$ cat config.mk
export PLATFORM = sky130hd
export DESIGN_NAME = instr_loader
export DESIGN_NICKNAME = d
export VERILOG_FILES = /design/src/rtl/instr_loader.sv
export SDC_FILE = /design/constraint.sdc
export NUM_CORES = 1
export LEC_CHECK = 0
export ABC_AREA = 1
export BUFFER_PORTS_ARGS = -buffer_cell sky130_fd_sc_hd__buf_2
export CAP_MARGIN = 15
export CORE_MARGIN = 3
export CORE_UTILIZATION = 40
export CTS_CLUSTER_SIZE = 12
export DETAILED_ROUTE_END_ITERATION = 8
export HOLD_SLACK_MARGIN = 0.05
export SLEW_MARGIN = 15
export SYNTH_ARGS = -nofsm -noshare
export SYNTH_HDL_FRONTEND = slang
export SYNTH_SLANG_ARGS = --single-unit
$ cat constraint.sdc
create_clock -name clk -period 2.3 [get_ports clk]
set_input_delay 0.46 -clock clk [delete_from_list [all_inputs] [get_ports clk]]
set_output_delay 0.46 -clock clk [all_outputs]
set_load 0.03 [all_outputs]
$ cat src/rtl/instr_loader.sv
// Boot-time instruction memory loader: parses a 0xA5/LEN/data byte frame and writes 32-bit words from address 0.
// Optional trailing checksum byte enabled by defining INSTR_LOADER_CHECKSUM_EN.
module instr_loader #(
  parameter int NUM_INSTR     = 1024,
  parameter int ADDR_W        = 10,
  parameter bit HOLD_AT_RESET = 1'b1
) (
  input  logic              clk,
  input  logic              rst,
  input  logic [7:0]        byte_in,
  input  logic              byte_valid,
  output logic              byte_ready,
  output logic              imem_we,
  output logic [ADDR_W-1:0] imem_addr,
  output logic [31:0]       imem_wdata,
  output logic              core_hold,
  output logic              load_done,
  output logic              load_err
);

  // state  | meaning
  // IDLE   | waiting for magic, other bytes discarded
  // LEN_LO | expecting word count bits 7:0
  // LEN_HI | expecting word count bits 15:8, range-checked here
  // DATA   | assembling a little-endian word
  // WRITE  | one-cycle memory write, byte stream stalled
  // CSUM   | expecting the checksum byte (optional)
  // DONE   | load succeeded, core released
  // ERR    | load aborted, core held
  typedef enum logic [2:0] {
    IDLE, LEN_LO, LEN_HI, DATA, WRITE, DONE, ERR
`ifdef INSTR_LOADER_CHECKSUM_EN
    , CSUM
`endif
  } state_t;

  localparam logic [7:0]  MAGIC = 8'hA5;
  localparam logic [15:0] MAX_N = 16'(NUM_INSTR);

`ifdef INSTR_LOADER_CHECKSUM_EN
  localparam state_t END_STATE = CSUM;
`else
  localparam state_t END_STATE = DONE;
`endif

  state_t      state, state_nxt;
  logic [15:0] len;
  logic [15:0] word_idx;
  logic [1:0]  byte_cnt;
  logic [23:0] assem;
  logic        accept;
  logic        magic_hit;
  logic [15:0] len_full;
`ifdef INSTR_LOADER_CHECKSUM_EN
  logic [7:0]  csum;
`endif

  assign byte_ready = (state != WRITE);
  assign imem_we    = (state == WRITE);
  assign accept     = byte_valid && byte_ready;
  assign magic_hit  = accept && (byte_in == MAGIC);
  assign len_full   = {byte_in, len[7:0]};

  always_comb begin
    state_nxt = state;
    case (state)
      IDLE, DONE, ERR: if (magic_hit) state_nxt = LEN_LO;
      LEN_LO:          if (accept) state_nxt = LEN_HI;
      LEN_HI: begin
        if (accept) begin
          if (len_full > MAX_N)       state_nxt = ERR;
          else if (len_full == 16'd0) state_nxt = END_STATE;
          else                        state_nxt = DATA;
        end
      end
      DATA:  if (accept && byte_cnt == 2'd3) state_nxt = WRITE;
      WRITE: state_nxt = ((word_idx + 16'd1) == len) ? END_STATE : DATA;
`ifdef INSTR_LOADER_CHECKSUM_EN
      CSUM:  if (accept) state_nxt = ((csum ^ byte_in) == 8'h00) ? DONE : ERR;
`endif
      default: state_nxt = IDLE;
    endcase
  end

  always_ff @(posedge clk) begin
    if (rst) begin
      state      <= IDLE;
      len        <= '0;
      word_idx   <= '0;
      byte_cnt   <= '0;
      assem      <= '0;
      imem_addr  <= '0;
      imem_wdata <= '0;
      load_done  <= 1'b0;
      load_err   <= 1'b0;
      core_hold  <= HOLD_AT_RESET;
`ifdef INSTR_LOADER_CHECKSUM_EN
      csum       <= '0;
`endif
    end else begin
      state <= state_nxt;
      if (state_nxt == DONE && state != DONE) load_done <= 1'b1;
      if (state_nxt == ERR && state != ERR)   load_err  <= 1'b1;
      // Release lags DONE entry by one cycle; a new magic below re-asserts it.
      if (state == DONE) core_hold <= 1'b0;
      case (state)
        IDLE, DONE, ERR: begin
          if (magic_hit) begin
            core_hold <= 1'b1;
            load_done <= 1'b0;
            load_err  <= 1'b0;
`ifdef INSTR_LOADER_CHECKSUM_EN
            csum      <= 8'h00;
`endif
          end
        end
        LEN_LO: begin
          if (accept) begin
            len[7:0] <= byte_in;
`ifdef INSTR_LOADER_CHECKSUM_EN
            csum     <= csum ^ byte_in;
`endif
          end
        end
        LEN_HI: begin
          if (accept) begin
            len[15:8] <= byte_in;
            word_idx  <= '0;
            byte_cnt  <= '0;
`ifdef INSTR_LOADER_CHECKSUM_EN
            csum      <= csum ^ byte_in;
`endif
          end
        end
        DATA: begin
          if (accept) begin
            byte_cnt <= byte_cnt + 2'd1;
`ifdef INSTR_LOADER_CHECKSUM_EN
            csum     <= csum ^ byte_in;
`endif
            case (byte_cnt)
              2'd0: assem[7:0]   <= byte_in;
              2'd1: assem[15:8]  <= byte_in;
              2'd2: assem[23:16] <= byte_in;
              default: begin
                // Latch address and data here so they hold stable after the write.
                imem_wdata <= {byte_in, assem};
                imem_addr  <= word_idx[ADDR_W-1:0];
              end
            endcase
          end
        end
        WRITE:   word_idx <= word_idx + 16'd1;
        default: ;
      endcase
    end
  end

endmodule
==> results of run 1 <==
[cell families (layout without fill, tap and decap cells)]
| kind of cell | Yosys count | count (layout) | synth area share, % |
|---|---|---|---|
| xor gates and xnor gates | 2 | 2 | 0.351 |
| AOI/OAI and AO/OA | 131 | 131 | 13.4 |
| buffers and inverters | 97 | 151 | 7.61 |
| DFF | 106 | 106 | 42.5 |
| adders and majority gates | 6 | 6 | 1.50 |
| and+or+nand+nor | 385 | 386 | 34.6 |
[state kept, by name, summed over array words and instances (netlist names)]
signal	cells
assem	24
byte_cnt	2
core_hold	1
imem_addr	10
imem_wdata	32
len	16
load_done	1
load_err	1
state	3
word_idx	16
[placed cells by master (no fill, tap or decap), drive strengths merged]
cell type / netlist / layout
nor4: 3 / 3
ha: 6 / 6
clkinv: 0 / 1
a31oi: 1 / 1
nor3: 3 / 3
dfxtp: 106 / 106
xnor2: 1 / 1
nand2: 204 / 204
nand3: 118 / 118
nor2: 37 / 38
a21oi: 107 / 107
inv: 59 / 61
clkinvlp: 0 / 2
nand3b: 2 / 2
o211ai: 1 / 1
and3: 1 / 1
o21bai: 1 / 1
clkbuf: 34 / 11
o21ai: 20 / 20
nand4: 15 / 15
or2: 2 / 2
o31ai: 1 / 1
buf: 3 / 76
xor2: 1 / 1
[final cells by class]
class,count,area (sq um)
inverter,59,221
clock inverter,5,46.3
sequential,106,2120
multi-input combinational,525,2510
timing repair buffer,76,453
tap,168,210
fill,1271,6300
clock buffer,11,253
[where the power goes]
part           leakage (nW)  internal (mW)  switching [mW]
clock                 0.142          0.812           0.739
combinational          1.33         0.0235          0.0716
sequential            0.853           1.83        0.000358
[layer usage]
| layer | vias to the layer above | track usage (%) | routed length [um] |
|---|---|---|---|
| li1 | 2506 | - | - |
| met1 | 2296 | 26.1 | 6360 |
| met2 | 100 | 34.3 | 6680 |
| met3 | 18 | 3.36 | 537 |
| met4 | 0 | 7.25 | 224 |
| met5 | - | 0 | 0 |
[worst reg2reg max path, stage by stage (launching register included)]
cell,delay (ns)
dfxtp_1,0.40
ha_1,0.25
nand3_1,0.19
nor2_4,0.17
nand4_1,0.16
nand3_1,0.15
nand2_1,0.06
nor2_1,0.09
nand2_1,0.07
nor2_2,0.09
nand3_2,0.09
nand2_2,0.11
nand3_2,0.08
a21oi_2,0.11
[repair_timing]
item | in CTS | in global routing
gates resized for setup | 0 | 4
endpoints found under the setup margin | 0 | 2
setup buffers | 0 | 0
[final timing paths]
kind	from	to	slack [ns]
min reg2reg	imem_addr[8]$_SDFFE_PP0P_	imem_addr[8]$_SDFFE_PP0P_	0.46
min	byte_valid	byte_cnt[0]$_SDFFE_PP0P_	0.42
max reg2reg	word_idx[1]$_SDFFE_PP0P_	load_err$_SDFF_PP0_	0.23
max	state[2]$_SDFF_PP0_	imem_we	0.20
==> flow_summary_export.csv, run 1 <==
group,metric,value,unit
status,status,"finished clean",
die,dieArea,0.0139,sq mm
timing,setup_tns,0,ns
finish,fin_area,0.00582,sq mm
timing,drv_slew,0,
global_route,grt.overflow.total,0,
die,rows,40,
setup_path,cp_data_required_time,1.84,ns
die,fp.dieH,118,um
setup_path,cp-start-kind,"register",
placed_design,pre_cts_ws,0.219,ns
setup_path,cp_num_cells,3,
timing,hold_ws,0.422,ns
logic_synthesis,yosys-top-cells-count,"nand2_1, nand3_1, a21oi_1, dfxtp_1, inv_1",
worst_hold_path,hold_depth,3,
global_route,grt_usage,20.3,%
placed_design,detailed_place.area,0.00550,sq mm
logic_synthesis,synth_area_leaders,"dfxtp_1, nand2_1, nand3_1",
route,wl,13800,um
logic_synthesis,synth-main-ff-cell,"dfxtp_1",
clocking,cts_sinks,106,
die,core_area,0.0121,sq mm
finish,antennaDiodeCount,0,
timing,fin_crit,2.10,ns
timing,setup_viol,0,
die,die_w,118,um
power_and_ir_drop,finalPower,3.48,mW
power_and_ir_drop,p_leak,2.33,nW
route,drc,0,
route,routedWlPerCell,14.5,um
global_route,grt_max_degree,59,
logic_synthesis,ys_seq_area_share,42.5,%
clocking,insertion_delay,0.36,ns
finish,drive_gt1_share,14.8,%
logic_synthesis,yosysTopAreaCell,"dfxtp_1",
setup_path,r2r_cells,13,
die,pin_count,58,
setup_path,worstPathArrival,1.64,ns
timing,timing.final.hold_violations,0,
global_route,antenna_found_initial,0,
clocking,cts_tree,"built",
logic_synthesis,synth_most_common_cell,"nand2_1",
route,vias,4920,
route,antenna_left,0,
finish,area_growth,16.4,%
timing,worst_slack,0.200,ns
timing,fmax,476,MHz
logic_synthesis,synth_largest_type_area_fraction,42.5,%
logic_synthesis,ys_types,31,
route,routed_via_density,5.18,
clocking,ctsLongestPathBuffers,2,
timing,maxSlewHeadroom,64.5,%
finish,layout.nets,794,
logic_synthesis,synthArstFlopShare,0,%
setup_path,worstSetupEndpointType,"output port",
power_and_ir_drop,powerDensity,598,mW/mm^2
setup_path,cpPeakStageDelay,0.42,ns
logic_synthesis,syn_inst,727,
global_route,grt_pass1_vias,4706,
clocking,h-tree-depth,3,
setup_path,slowest_stage,"dfxtp_1",
placed_design,portBuffers,57,
die,initial_core_util,41.3,%
logic_synthesis,syn_area,0.00500,sq mm
timing,period_share,91.3,%
clocking,clk_pin_slew,0.08,ns
placed_design,dp_cells,933,
logic_synthesis,synth.net_count,744,
timing,finClkSkew,0.0128,ns
logic_synthesis,synth_edf_count,0,
logic_synthesis,synth_warnings,0,
setup_path,path_delay_family,"buffers and inverters",
logic_synthesis,ys_seq_elements,106,
setup_path,path_max_fanout,10,
finish,stdcell_count,950,
placed_design,hpwl,9920,um
global_route,grt_pass1_wl,23100,um
clocking,cts_root_buffer,"clkbuf_16",
setup_path,path_cells,"nand3_1, inv_1, buf_2",
setup_path,critPathKind,"reg -> out",
finish,utilization,48.0,%
route,first_pass_iters,5,
route,dr.first_iter.drc_count,388,
timing,grt_setup_unrepaired,"no",
clocking,cts_buffers,9,
timing,tightest_slew,0.532,ns
setup_path,crit_buf_inv,2,
placed_design,place_congestion,0.942,
logic_synthesis,syn_avg_cell_area,6.87,sq um
run,max_cap_violations,0,
power_and_ir_drop,vdd_drop_max,0.375,mV
clocking,hold_buffers,0,
worst_hold_path,hold_class,"in -> reg",
Power figures use the tool's default switching activity.
==> inputs of run 2 (changes only) <==
==> constraint.sdc (replaced) <==
create_clock -name clk -period 2.4 [get_ports clk]
set_input_delay 0.48 -clock clk [delete_from_list [all_inputs] [get_ports clk]]
set_output_delay 0.48 -clock clk [all_outputs]
set_load 0.03 [all_outputs]
==> flow_summary_export.csv, run 2 (same netlist as run 1, synthesis figures left out) <==
group,metric,value,unit
status,status,"finished clean",
die,die_w,118,um
finish,biggestRegsByFlops,"imem_wdata x32, assem x24",
finish,largest_register_ffs,32,
finish,area_growth,14.6,%
die,rows,40,
finish,layout_common_cells,"nand2_1, nand3_1, a21oi_1, dfxtp_1, inv_1",
placed_design,place_congestion,0.893,
clocking,cts_sinks,106,
timing,fin_crit,2.15,ns
clocking,h-tree-depth,3,
timing,drv_slew,0,
setup_path,cp-start-kind,"register",
route,dr_wl_met3,581,um
clocking,postCtsSetupRepairBufs,0,
route,routed_via_density,5.18,
finish,drive_gt1_share,13.7,%
die,fp.dieH,118,um
die,dieArea,0.0139,sq mm
worst_hold_path,worstHoldEndpoint,"byte_cnt[0]$_SDFFE_PP0P_",
power_and_ir_drop,vdd_drop_max,0.400,mV
route,dr.first_iter.drc_count,389,
worst_hold_path,min_from,"byte_valid",
route,top_layer_used,"met4",
timing,hold_ws,0.457,ns
finish,antennaDiodeCount,0,
timing,tightest_slew,0.645,ns
global_route,grt_max_degree,64,
power_and_ir_drop,finalPower,3.23,mW
run,max_cap_violations,0,
timing,grt_setup_unrepaired,"no",
setup_path,reg2reg_to,"load_err$_SDFF_PP0_",
clocking,post_cts_resized,0,
route,first_pass_iters,5,
route,drc,0,
finish,fill_cells,1276,
clocking,hold_buffers,0,
power_and_ir_drop,p_leak,2.29,nW
global_route,antenna_found_initial,0,
setup_path,r2r_cells,13,
clocking,cts_buffers,9,
setup_path,path_max_fanout,9,
timing,fmax,464,MHz
global_route,grt_pass1_wl,22800,um
die,pin_count,58,
placed_design,hpwl,9670,um
setup_path,worstPathArrival,2.45,ns
clocking,clk_pin_slew,0.07,ns
setup_path,critPathKind,"reg -> reg",
finish,utilization,47.3,%
setup_path,rr_startpoint,"word_idx[0]$_SDFFE_PP0P_",
clocking,cts_tree,"built",
placed_design,pre_cts_ws,0.297,ns
route,wl_met2,6380,um
clocking,cts_root_buffer,"clkbuf_16",
route,routedWlPerCell,14.3,um
timing,timing.final.hold_violations,0,
timing,setup_viol,0,
timing,setup_tns,0,ns
power_and_ir_drop,powerDensity,565,mW/mm^2
placed_design,portBuffers,57,
route,wl,13500,um
worst_hold_path,hold_class,"in -> reg",
timing,finClkSkew,0.0127,ns
die,core_area,0.0121,sq mm
die,initial_core_util,41.3,%
global_route,grt_pass1_vias,4653,
route,wl_met1,6160,um
route,antenna_left,0,
setup_path,reg2reg_slack,0.25,ns
clocking,ctsLongestPathBuffers,2,
setup_path,worstSetupEndpointType,"register",
timing,period_share,89.7,%
timing,maxSlewHeadroom,57.0,%
route,vias,4888,
worst_hold_path,hold_depth,3,
finish,top_register,"imem_wdata",
clocking,insertion_delay,0.35,ns
global_route,grt_usage,20.1,%
global_route,grt.overflow.total,0,
setup_path,cp_data_required_time,2.69,ns
timing,worst_slack,0.247,ns
finish,layout.nets,788,
finish,mostFrequentLayoutCell,"nand2_1",
-- run 2: how the worst max path moves through the flow --
stage / start / to / slack (ns) / cells after the start
2_1_floorplan: state[2]$_SDFF_PP0_ / imem_we / 0.43 / 4
3_3_place_gp: word_idx[0]$_SDFFE_PP0P_ / load_err$_SDFF_PP0_ / 0.39 / 15
3_5_place_dp: word_idx[0]$_SDFFE_PP0P_ / load_err$_SDFF_PP0_ / 0.30 / 13
4_1_cts: state[2]$_SDFF_PP0_ / imem_we / 0.26 / 3
5_1_grt: word_idx[0]$_SDFFE_PP0P_ / load_done$_SDFF_PP0_ / 0.04 / 13
6_report: word_idx[0]$_SDFFE_PP0P_ / load_err$_SDFF_PP0_ / 0.25 / 13
-- run 2: layer usage --
metal | global-route usage [%] | up-vias
met5 | 0 | -
met4 | 8.64 | 0
met3 | 4.52 | 30
met2 | 32.8 | 104
met1 | 25.4 | 2262
li1 | - | 2492
-- run 2: power by group --
part	switching (mW)	internal [mW]
logic	0.0674	0.0171
registers	0.000374	1.76
clock network	0.677	0.713
-- run 2: area by class of cell --
class | instances | area [sq um] | share of cell area, %
Clock buffer | 11 | 233 | 4.07
Clock inverter | 5 | 40.0 | 0.700
Inverter | 59 | 221 | 3.87
Multi-Input combinational cell | 524 | 2490 | 43.6
Sequential cell | 106 | 2120 | 37.1
Tap cell | 168 | 210 | 3.67
Timing Repair Buffer | 71 | 403 | 7.04
-- run 2: worst max-delay path, stage by stage, from the launching register on --
cell	delay [ns]
dfxtp_1	0.46
ha_1	0.24
nand2_1	0.14
nor2_4	0.23
nand2_1	0.12
nand2_1	0.09
nand3_1	0.07
nand2_1	0.09
nand4_1	0.11
nor2_1	0.14
nand3_2	0.12
nand2_2	0.11
nand3_2	0.08
a21oi_2	0.10
-- run 2: through the flow --
| stage | instances | cell area [sq um] |
|---|---|---|
| floorplan | 727 | 5000 |
| global placement | 928 | 5450 |
| detailed placement | 928 | 5450 |
| CTS | 944 | 5720 |
| global route | 944 | 5720 |
| finish | 944 | 5720 |
